`src/rtl/fetch_decode_stage.sv`:
```
// Fetch stage of the MIPS pipeline. It holds the PC, the IF/ID register, stall detection
// for load-use and ID-resolved branches, redirect/flush handling and the fetch halt FSM.
module fetch_decode_stage #(
    parameter logic [31:0] RESET_PC  = 32'h0000_0000,
    parameter logic [31:0] HALT_WORD = 32'hFFFF_FFFF
) (
    input  logic        clk,
    input  logic        rst_n,
    output logic [31:0] o_instr_addr,
    input  logic [31:0] i_instr_data,
    input  logic [1:0]  i_jb_flag,
    input  logic [31:0] i_branch_addr,
    input  logic [31:0] i_j_addr,
    input  logic        i_idex_mem_read,
    input  logic [4:0]  i_idex_rt,
    input  logic        i_idex_reg_wr,
    input  logic [4:0]  i_idex_wr_reg,
    input  logic        i_exmem_mem_read,
    input  logic [4:0]  i_exmem_wr_reg,
    output logic [5:0]  o_op,
    output logic [5:0]  o_funct,
    output logic [4:0]  o_rs,
    output logic [4:0]  o_rt,
    output logic [4:0]  o_rd,
    output logic [31:0] o_sign_imm,
    output logic [25:0] o_j_raw_addr,
    output logic [31:0] o_pc_plus4,
    output logic        o_id_valid,
    output logic        o_ctl_mux,
    output logic        o_halted
);

    localparam logic [5:0]  OP_RTYPE = 6'h00;
    localparam logic [5:0]  OP_BEQ   = 6'h04;
    localparam logic [5:0]  OP_BNE   = 6'h05;
    localparam logic [5:0]  OP_SW    = 6'h2B;
    localparam logic [5:0]  FN_JR    = 6'h08;
    localparam logic [31:0] NOP_WORD = 32'h0000_0000;

    typedef enum logic {
        ST_RUN  = 1'b0,
        ST_HALT = 1'b1
    } state_t;

    state_t      r_state;
    state_t      w_state_next;

    logic [31:0] r_pc;
    logic [31:0] r_ifid_instr;
    logic [31:0] r_ifid_pc4;
    logic        r_ifid_valid;

    logic [31:0] w_pc_next;
    logic [31:0] w_instr_next;
    logic [31:0] w_pc4_next;
    logic        w_valid_next;

    logic [5:0]  w_op;
    logic [5:0]  w_funct;
    logic [4:0]  w_rs;
    logic [4:0]  w_rt;
    logic        w_is_jr;
    logic        w_is_cmp_branch;
    logic        w_is_br;
    logic        w_uses_rt;
    logic        w_load_use;
    logic        w_br_alu;
    logic        w_br_load;
    logic        w_stall;
    logic        w_take_branch;
    logic        w_take_jump;
    logic        w_seq;
    logic        w_halt_hit;
    logic [31:0] w_pc_plus4;
    logic [31:0] w_branch_tgt;
    logic [31:0] w_jump_tgt;
    logic        w_unused;

    // Register 0 is hardwired, so a write to it never creates a dependency.
    function automatic logic reg_hit(input logic [4:0] dst, input logic [4:0] src);
        return (dst != 5'd0) && (dst == src);
    endfunction

    assign w_op    = r_ifid_instr[31:26];
    assign w_funct = r_ifid_instr[5:0];
    assign w_rs    = r_ifid_instr[25:21];
    assign w_rt    = r_ifid_instr[20:16];

    assign w_is_jr         = (w_op == OP_RTYPE) && (w_funct == FN_JR);
    assign w_is_cmp_branch = (w_op == OP_BEQ) || (w_op == OP_BNE);
    assign w_is_br         = w_is_cmp_branch || w_is_jr;
    assign w_uses_rt       = ((w_op == OP_RTYPE) && !w_is_jr) || w_is_cmp_branch || (w_op == OP_SW);

    assign w_load_use = i_idex_mem_read &&
                        (reg_hit(i_idex_rt, w_rs) || (w_uses_rt && reg_hit(i_idex_rt, w_rt)));
    // JR only reads rs; beq/bne compare both sources in ID.
    assign w_br_alu   = w_is_br && i_idex_reg_wr &&
                        (reg_hit(i_idex_wr_reg, w_rs) || (w_is_cmp_branch && reg_hit(i_idex_wr_reg, w_rt)));
    assign w_br_load  = w_is_br && i_exmem_mem_read &&
                        (reg_hit(i_exmem_wr_reg, w_rs) || (w_is_cmp_branch && reg_hit(i_exmem_wr_reg, w_rt)));
    assign w_stall    = r_ifid_valid && (w_load_use || w_br_alu || w_br_load);

    // A stalled ID instruction has stale operands, so its branch decision is not trusted.
    assign w_take_branch = !w_stall && (i_jb_flag == 2'b01);
    assign w_take_jump   = !w_stall && (i_jb_flag == 2'b10);
    assign w_seq         = !w_stall && !w_take_branch && !w_take_jump && (r_state == ST_RUN);
    assign w_halt_hit    = w_seq && (i_instr_data == HALT_WORD);

    assign w_pc_plus4   = r_pc + 32'd4;
    assign w_branch_tgt = {i_branch_addr[31:2], 2'b00};
    assign w_jump_tgt   = {i_j_addr[31:2], 2'b00};
    assign w_unused     = ^{i_branch_addr[1:0], i_j_addr[1:0]};

    always_comb begin
        w_pc_next    = r_pc;
        w_instr_next = r_ifid_instr;
        w_pc4_next   = r_ifid_pc4;
        w_valid_next = r_ifid_valid;
        if (w_take_branch) begin
            w_pc_next    = w_branch_tgt;
            w_instr_next = NOP_WORD;
            w_valid_next = 1'b0;
        end else if (w_take_jump) begin
            w_pc_next    = w_jump_tgt;
            w_instr_next = NOP_WORD;
            w_valid_next = 1'b0;
        end else if (!w_stall && (r_state == ST_HALT)) begin
            w_instr_next = NOP_WORD;
            w_valid_next = 1'b0;
        end else if (w_seq) begin
            w_pc_next  = w_pc_plus4;
            w_pc4_next = w_pc_plus4;
            if (w_halt_hit) begin
                w_instr_next = NOP_WORD;
                w_valid_next = 1'b0;
            end else begin
                w_instr_next = i_instr_data;
                w_valid_next = 1'b1;
            end
        end
    end

    always_comb begin
        w_state_next = r_state;
        if ((r_state == ST_RUN) && w_halt_hit) begin
            w_state_next = ST_HALT;
        end
    end

    always_ff @(posedge clk or negedge rst_n) begin
        if (!rst_n) begin
            r_state <= ST_RUN;
        end else begin
            r_state <= w_state_next;
        end
    end

    always_ff @(posedge clk or negedge rst_n) begin
        if (!rst_n) begin
            r_pc         <= RESET_PC;
            r_ifid_instr <= NOP_WORD;
            r_ifid_pc4   <= 32'd0;
            r_ifid_valid <= 1'b0;
        end else begin
            r_pc         <= w_pc_next;
            r_ifid_instr <= w_instr_next;
            r_ifid_pc4   <= w_pc4_next;
            r_ifid_valid <= w_valid_next;
        end
    end

    assign o_instr_addr = r_pc;
    assign o_op         = w_op;
    assign o_funct      = w_funct;
    assign o_rs         = w_rs;
    assign o_rt         = w_rt;
    assign o_rd         = r_ifid_instr[15:11];
    assign o_sign_imm   = {{16{r_ifid_instr[15]}}, r_ifid_instr[15:0]};
    assign o_j_raw_addr = r_ifid_instr[25:0];
    assign o_pc_plus4   = r_ifid_pc4;
    assign o_id_valid   = r_ifid_valid;
    assign o_ctl_mux    = w_stall;
    assign o_halted     = (r_state == ST_HALT);

endmodule
```
`config.mk`:
```
export PLATFORM = sky130hd
export DESIGN_NAME = fetch_decode_stage
export DESIGN_NICKNAME = d
export VERILOG_FILES = /design/src/rtl/fetch_decode_stage.sv
export SDC_FILE = /design/constraint.sdc
export NUM_CORES = 1
export LEC_CHECK = 0
export ABC_CLOCK_PERIOD_IN_PS = 2500
export CORE_MARGIN = 2
export CORE_UTILIZATION = 38
export CTS_CLUSTER_SIZE = 28
export DETAILED_ROUTE_END_ITERATION = 10
export PLACE_DENSITY = 0.78
export SYNTH_ARGS = -nofsm -noshare
export SYNTH_HDL_FRONTEND = slang
export SYNTH_SLANG_ARGS = --single-unit
```
`constraint.sdc`:
```
create_clock -name clk -period 2.5 [get_ports clk]
set_input_delay 0.25 -clock clk [delete_from_list [all_inputs] [get_ports clk]]
set_output_delay 0.25 -clock clk [all_outputs]
set_load 0.01 [all_outputs]
```
# Word-level counts from Yosys, hierarchy flattened

Index checks and enable logic that the tools add are counted.

$add $sub $neg: 1
Reductions and logical operators: 46
Bitwise gates (word level): 4
Mux-type cells: 14
Eq/ne operators: 14

Operators by type and width:

| cell                                          | number |
|---|---|
| two-way mux 32 bit                            | 9 |
| adder 32 x 3 -> 32 bit, second input constant | 1 |
| == test 32 bit, second input constant         | 1 |
| == test 5 bit                                 | 6 |
| logical AND 1 bit                             | 25 |
| nonzero test 5 bit                            | 3 |
| == test 6 x 3 -> 1 bit, second input constant | 2 |
| logical OR 1 bit                              | 9 |
| == test 6 x 4 -> 1 bit, second input constant | 1 |
| == test 6 bit, second input constant          | 1 |
| zero test 6 bit                               | 1 |
| two-way mux 1 bit                             | 5 |
| zero test 1 bit                               | 4 |
| NOT 1 bit                                     | 4 |
| AND reduction 4 bit                           | 1 |
| nonzero test 4 bit                            | 1 |
| inequality test 3 bit, second input constant  | 1 |
| nonzero test 3 bit                            | 1 |
| == test 2 x 1 -> 1 bit, second input constant | 1 |
| == test 2 bit, second input constant          | 1 |
| AND reduction 2 bit                           | 1 |

Word-level logic and storage cells: 84
Output and inout port bits: 152
Flip-flop bits (word level): 98
Input port bits: 118

# Longest topological paths before layout

Gate-level depths: netlist of run 1.

Depth in word-level cells: 24
Gate-level depth with buffers: 10
Mapped depth without buffers: 8

# Worst setup path before layout of run 1

Ideal clock, no wire load.

Path kind: in2reg
From: input i_exmem_wr_reg[0]
To: register r_ifid_pc4[28] (netlist: o_pc_plus4[28])
Stages on the path: 9
Required time: 2375 ps
Setup time: 125 ps
Data arrival time: 2675 ps
Path buffers: 1
Path slack: -300 ps
Cell sequence: or4_1 > o21ai_1 > nor4_1 > o41a_1 > o31ai_4 > inv_2 > nor3_2 > buf_4 > mux2_2

Longest elaborated chain between the ends: 14
Elaborated cells on any way between the ends: 23
Those cells by class: eq/ne: 2; bitwise: 3; reduce/logical: 18

RTL lines:

| what                                                       | RTL line | RTL |
|---|---|---|
| start: declaration                                         | 19       | `input logic [4:0] i_exmem_wr_reg,` |
| == test 5 bit / nonzero test 5 bit (equally long branches) | 81       | `return (dst != 5'd0) && (dst == src);` |
| logical AND 1 bit                                          | 81       |  |
| logical AND 1 bit                                          | 100      | `(reg_hit(i_exmem_wr_reg, w_rs) \|\| (w_is_cmp_branch && reg_hit(i_exmem_wr_reg, w_rt)));` |
| logical OR 1 bit *                                         | 100      |  |
| logical AND 1 bit *                                        | 99       | `assign w_br_load = w_is_br && i_exmem_mem_read &&` |
| logical OR 1 bit *                                         | 101      | `assign w_stall = r_ifid_valid && (w_load_use \|\| w_br_alu \|\| w_br_load);` |
| logical AND 1 bit *                                        | 101      |  |
| zero test 1 bit *                                          | -        |  |
| logical AND 1 bit                                          | 104      | `assign w_take_branch = !w_stall && (i_jb_flag == 2'b01);` |
| zero test 1 bit                                            | 106      | `assign w_seq = !w_stall && !w_take_branch && !w_take_jump && (r_state == ST_RUN);` |
| logical AND 1 bit (3 in a row)                             | 106      |  |
| AND reduction 4 bit (no line) *                            | -        |  |
| end signal: assignment                                     | 167      | `r_ifid_pc4 <= w_pc4_next;` |
| end: declaration                                           | 50       | `logic [31:0] r_ifid_pc4;` |

Every way passes the cells marked *; elsewhere a longest branch is shown, timed or not.
A chain may end at the register's enable or synchronous reset.

# Worst setup path in the final report of run 1

From: input i_idex_wr_reg[0]
To: register r_ifid_pc4[4] (netlist: o_pc_plus4[4])

Longest elaborated chain between the ends: 15
Elaborated cells on any way between the ends: 24
Those cells by class: eq/ne: 2; bitwise: 3; reduce/logical: 19

RTL lines:

| what                                                       | RTL line | RTL |
|---|---|---|
| start: declaration                                         | 17       | `input logic [4:0] i_idex_wr_reg,` |
| == test 5 bit / nonzero test 5 bit (equally long branches) | 81       |  |
| logical AND 1 bit                                          | 81       |  |
| logical AND 1 bit                                          | 98       | `(reg_hit(i_idex_wr_reg, w_rs) \|\| (w_is_cmp_branch && reg_hit(i_idex_wr_reg, w_rt)));` |
| logical OR 1 bit *                                         | 98       |  |
| logical AND 1 bit *                                        | 97       | `assign w_br_alu = w_is_br && i_idex_reg_wr &&` |
| logical OR 1 bit * (2 in a row)                            | 101      |  |
| logical AND 1 bit *                                        | 101      |  |
| zero test 1 bit *                                          | -        |  |
| logical AND 1 bit                                          | 104      |  |
| zero test 1 bit                                            | 106      |  |
| logical AND 1 bit (3 in a row)                             | 106      |  |
| AND reduction 4 bit (no line) *                            | -        |  |

Marks and branches as above.

==> impl_results.md, run 1 <==
* CTS tree: built
* Detailed-route wire length at 22600 um
* Clock Skew at between 0.01 and 0.015 ns
* Reg2reg end: o_pc_plus4[4]$_DFFE_PN0P_
* Final number of setup-violating endpoints at between 80 and 90
* Worst-path maximum fanout at 5
* CTS clk-pin slew, worst paths at about 0.07 ns
* Dpl hpwl at roughly 16000 um
* Synth cell count leaders: dfrtp_1, buf_4, a22o_1
* Fmax at roughly 380 MHz
* Area share of the largest cell type after synthesis at about two fifths
* ANT nets after route at 0
* FP Rows at 45
* Number of global-route vias before repair at ~6000
* Power Density at 440 mW/mm2
* Reg2reg setup slack at -0.09 ns
* H-tree depth at 3
* Worst reg2reg path depth at 12
* Clock Latency Late Sink at approximately 0.35 ns
* Top delay family on crit path: compound AO/OA/AOI/OAI gates
* Fin crit period at about 2.6 ns
* Average cell area after synthesis at between 9 and 10 um2
* CP Launch Type: input pin
* #FFs+latches synth at between 90 and 100
* Worst setup margin at -0.133 ns
* Largest net degree at the start of global routing at 52
* Initial Util at 38.7%
* CORE AREA at between 0.015 and 0.02 mm2
* Clock Sinks at 94
* Mapped Cells at 600
* Fin. Hold Viols at 0
* Detailed Routing Iterations Pass 1 at 5
* Psw at between 1000 and 1500 uW
* Most common cell in the netlist: dfrtp_1
* Global Route Usage Sum at 26.5%
* Total Power at ~4300 uW
* Initial antenna violation count at 0
* Worst-path cell chain: clkdlybuf4s15_1 > or4_4 > o21ai_4 > nor4_2 > o41a_1 > o31ai_4 > inv_2 > nor3_4 > buf_6 > buf_12 > buf_16 > mux2_4
* First-pass GRT wire length at roughly 33000 um
* Cell-internal power at 3040 uW
* GPL Wtd Cong at approximately 0.96
* Area growth syn-to-layout at 66.0%
* Crit end category: flip-flop
* WS Path Type: in -> reg
* Static Leakage at slightly above 0.004 uW
* # DRC at 0
* Die area at approximately 0.016 mm2
* Max_cap viols at 0
* CP max stage delay at between 0.5 and 0.6 ns
* Post-synth EDFFs at 0
* Via Count at 6239
* WP data arrival at 2.86 ns
* Failing checks: setup timing
* Part of the Yosys area used for sequential elements at about two fifths
* Die height at approximately 130 um
* Peak VDD IR at between 0.3 and 0.4 mV
* Synth warnings at 0
* Power share of the clock group at between 30 and 40%
* # nets final at between 1000 and 1500
* Reg power frac at between 40% and 50%
* Buf/Inv on CP at 5
* RSZ-0062 raised after global routing: true
* ANT cells at 0
* DIE WIDTH at 128 um
* Slowest cell on crit path: or4_4
* Detail-routed via count per cell at roughly 5.8
* Max-Slew Margin vs Limit at between 20% and 30%
* Setup tns final at -7.42 ns
* WP data required at 2.73 ns
* I/O pin count at 270
* Max Slew Vio Count at 0
* Synth area leader: dfrtp_1
* Root buf cell: clkbuf_16
* Synthesized cell area at between 0.005 and 0.006 mm2
* Post-synth ARST share at 100%
* Net Sw Frac at 29.0%
* Combinational share of power at about 25%
* Num CTS Buffers at 9
* Status: finished, violations left
* GR Overflow Total at 0
* Layout cells sized above 1 at 21.1%
* Non-filler cells, final at 1078
* Reg2reg start: r_ifid_instr[17]$_DFFE_PN0P_
* Dominant synthesized flop cell: dfrtp_1
* Core Util, Final at between 60% and 70%
* Clk buf depth at 2
* Synth unique cells at 60
* Final Cycle Share at 105%
* Least-Margin Pin Slew at approximately 1.2 ns
* Number of placed cells counting well taps at 1044
* Place WS at -0.737 ns
* Top post-synthesis cells by area: dfrtp_1, buf_4, a22o_1
* Iteration-0 DRC Markers at roughly 430
* Wire per inst at ~21 um
* Hold Path Class: in -> async
* IO Port Bufs at ~260
## cells by family (layout without fill, tap and decap cells)
logic type | after synthesis | count (layout) | share of synthesized area [%]
other cells | 1 | 4 | 0.0642
fa+ha+maj | 1 | 1 | 0.214
flops | 94 | 94 | 40.2
simple gates | 143 | 143 | 13.1
compound gates | 167 | 167 | 20.6
xor+xnor | 58 | 58 | 8.69
mux | 33 | 33 | 6.21
buf+inv | 103 | 390 | 10.9
## per-layer routing
layer,track usage [%],wire [um]
met1,32.8,8810
met2,44.2,10600
met3,6.18,2190
met4,12.0,1000
met5,0,0
## stage by stage
step                      hold WS [ns]  area (um2)
after floorplan                -0.0456        5920
after global placement           0.282        8830
after detailed placement         0.284        8830
after CTS                        0.444        9530
after global routing             0.497        9700
final                            0.430        9700
## registers in the layout, indices dropped and copies added, names as in the netlist
name	flops
o_id_valid	1
o_halted	1
r_ifid_instr	32
o_pc_plus4	30
o_instr_addr	30
## power by group through the flow
stage          Clock (uW)  Combinational, uW  Sequential [uW]
2_1_floorplan           0                384             1760
5_1_grt              1530               1140             1750
6_report             1460               1070             1740
3_3_place_gp            0                974             1750
4_1_cts              1470               1020             1730
3_5_place_dp            0                988             1750
## worst max path at each step
stage                                       from                         end  slack (ns)  cells past startpoint
floorplan                       i_idex_wr_reg[0]  o_pc_plus4[28]$_DFFE_PN0P_       -0.28                      9
global placement                i_idex_wr_reg[0]   o_pc_plus4[3]$_DFFE_PN0P_       -0.71                     10
detailed placement              i_idex_wr_reg[0]   o_pc_plus4[3]$_DFFE_PN0P_       -0.74                     10
CTS                 r_ifid_instr[27]$_DFFE_PN0P_  o_pc_plus4[16]$_DFFE_PN0P_       -0.11                     12
global route                    i_idex_wr_reg[0]  o_pc_plus4[25]$_DFFE_PN0P_       -0.21                     12
finish                          i_idex_wr_reg[0]   o_pc_plus4[4]$_DFFE_PN0P_       -0.13                     12
## layout by cell type, fill, tap and decap left out, drive strengths merged, types with 3 or more instances in the layout
| cell type | instances |
|---|---|
| conb | 4 |
| clkinv | 4 |
| and3 | 8 |
| and2 | 3 |
| xor2 | 25 |
| nand4 | 16 |
| or2 | 3 |
| mux2 | 26 |
| a22oi | 5 |
| o221ai | 4 |
| mux2i | 7 |
| a21oi | 17 |
| xnor2 | 33 |
| a31oi | 7 |
| nand3 | 22 |
| o311ai | 3 |
| clkbuf | 12 |
| nor3 | 13 |
| o21bai | 3 |
| a2bb2oi | 9 |
| inv | 11 |
| a211oi | 6 |
| a22o | 35 |
| o2bb2ai | 4 |
| or4 | 5 |
| o21ai | 33 |
| nor2 | 25 |
| nand2 | 25 |
| o211ai | 8 |
| or3 | 4 |
| o22ai | 10 |
| dfrtp | 94 |
| o31ai | 10 |
| buf | 105 |
| nor4 | 12 |
| clkdlybuf4s50 | 251 |
## layout make-up
class | count | area (um2)
clock buffer | 10 | 229
inverter | 12 | 45.0
tap | 188 | 235
fill | 1165 | 5390
multi-input combinational | 406 | 3170
clock inverter | 5 | 75.1
timing repair buffer | 363 | 3590
sequential | 94 | 2360
## repair_timing
action / CTS / global route
resized for setup: 85 / 32
pin swaps: 15 / 8
hold endpoints to repair: 43 / 0
hold buffers: 1 / 0
buffers inserted: 10 / 2
gates cloned: 4 / 3
setup endpoints to repair: 94 / 93
No activity file was read; power rests on OpenSTA's default activity.
==> run 2, diff against run 1 <==
--- a/config.mk
+++ b/config.mk
@@ -8,6 +8,7 @@
 export ABC_CLOCK_PERIOD_IN_PS = 2500
 export CORE_MARGIN = 2
 export CORE_UTILIZATION = 38
+export CTS_CLUSTER_DIAMETER = 200
 export CTS_CLUSTER_SIZE = 28
 export DETAILED_ROUTE_END_ITERATION = 10
 export PLACE_DENSITY = 0.78
==> results of run 2 <==
The final DEF is identical to that of run 1; final timing and power are the same.
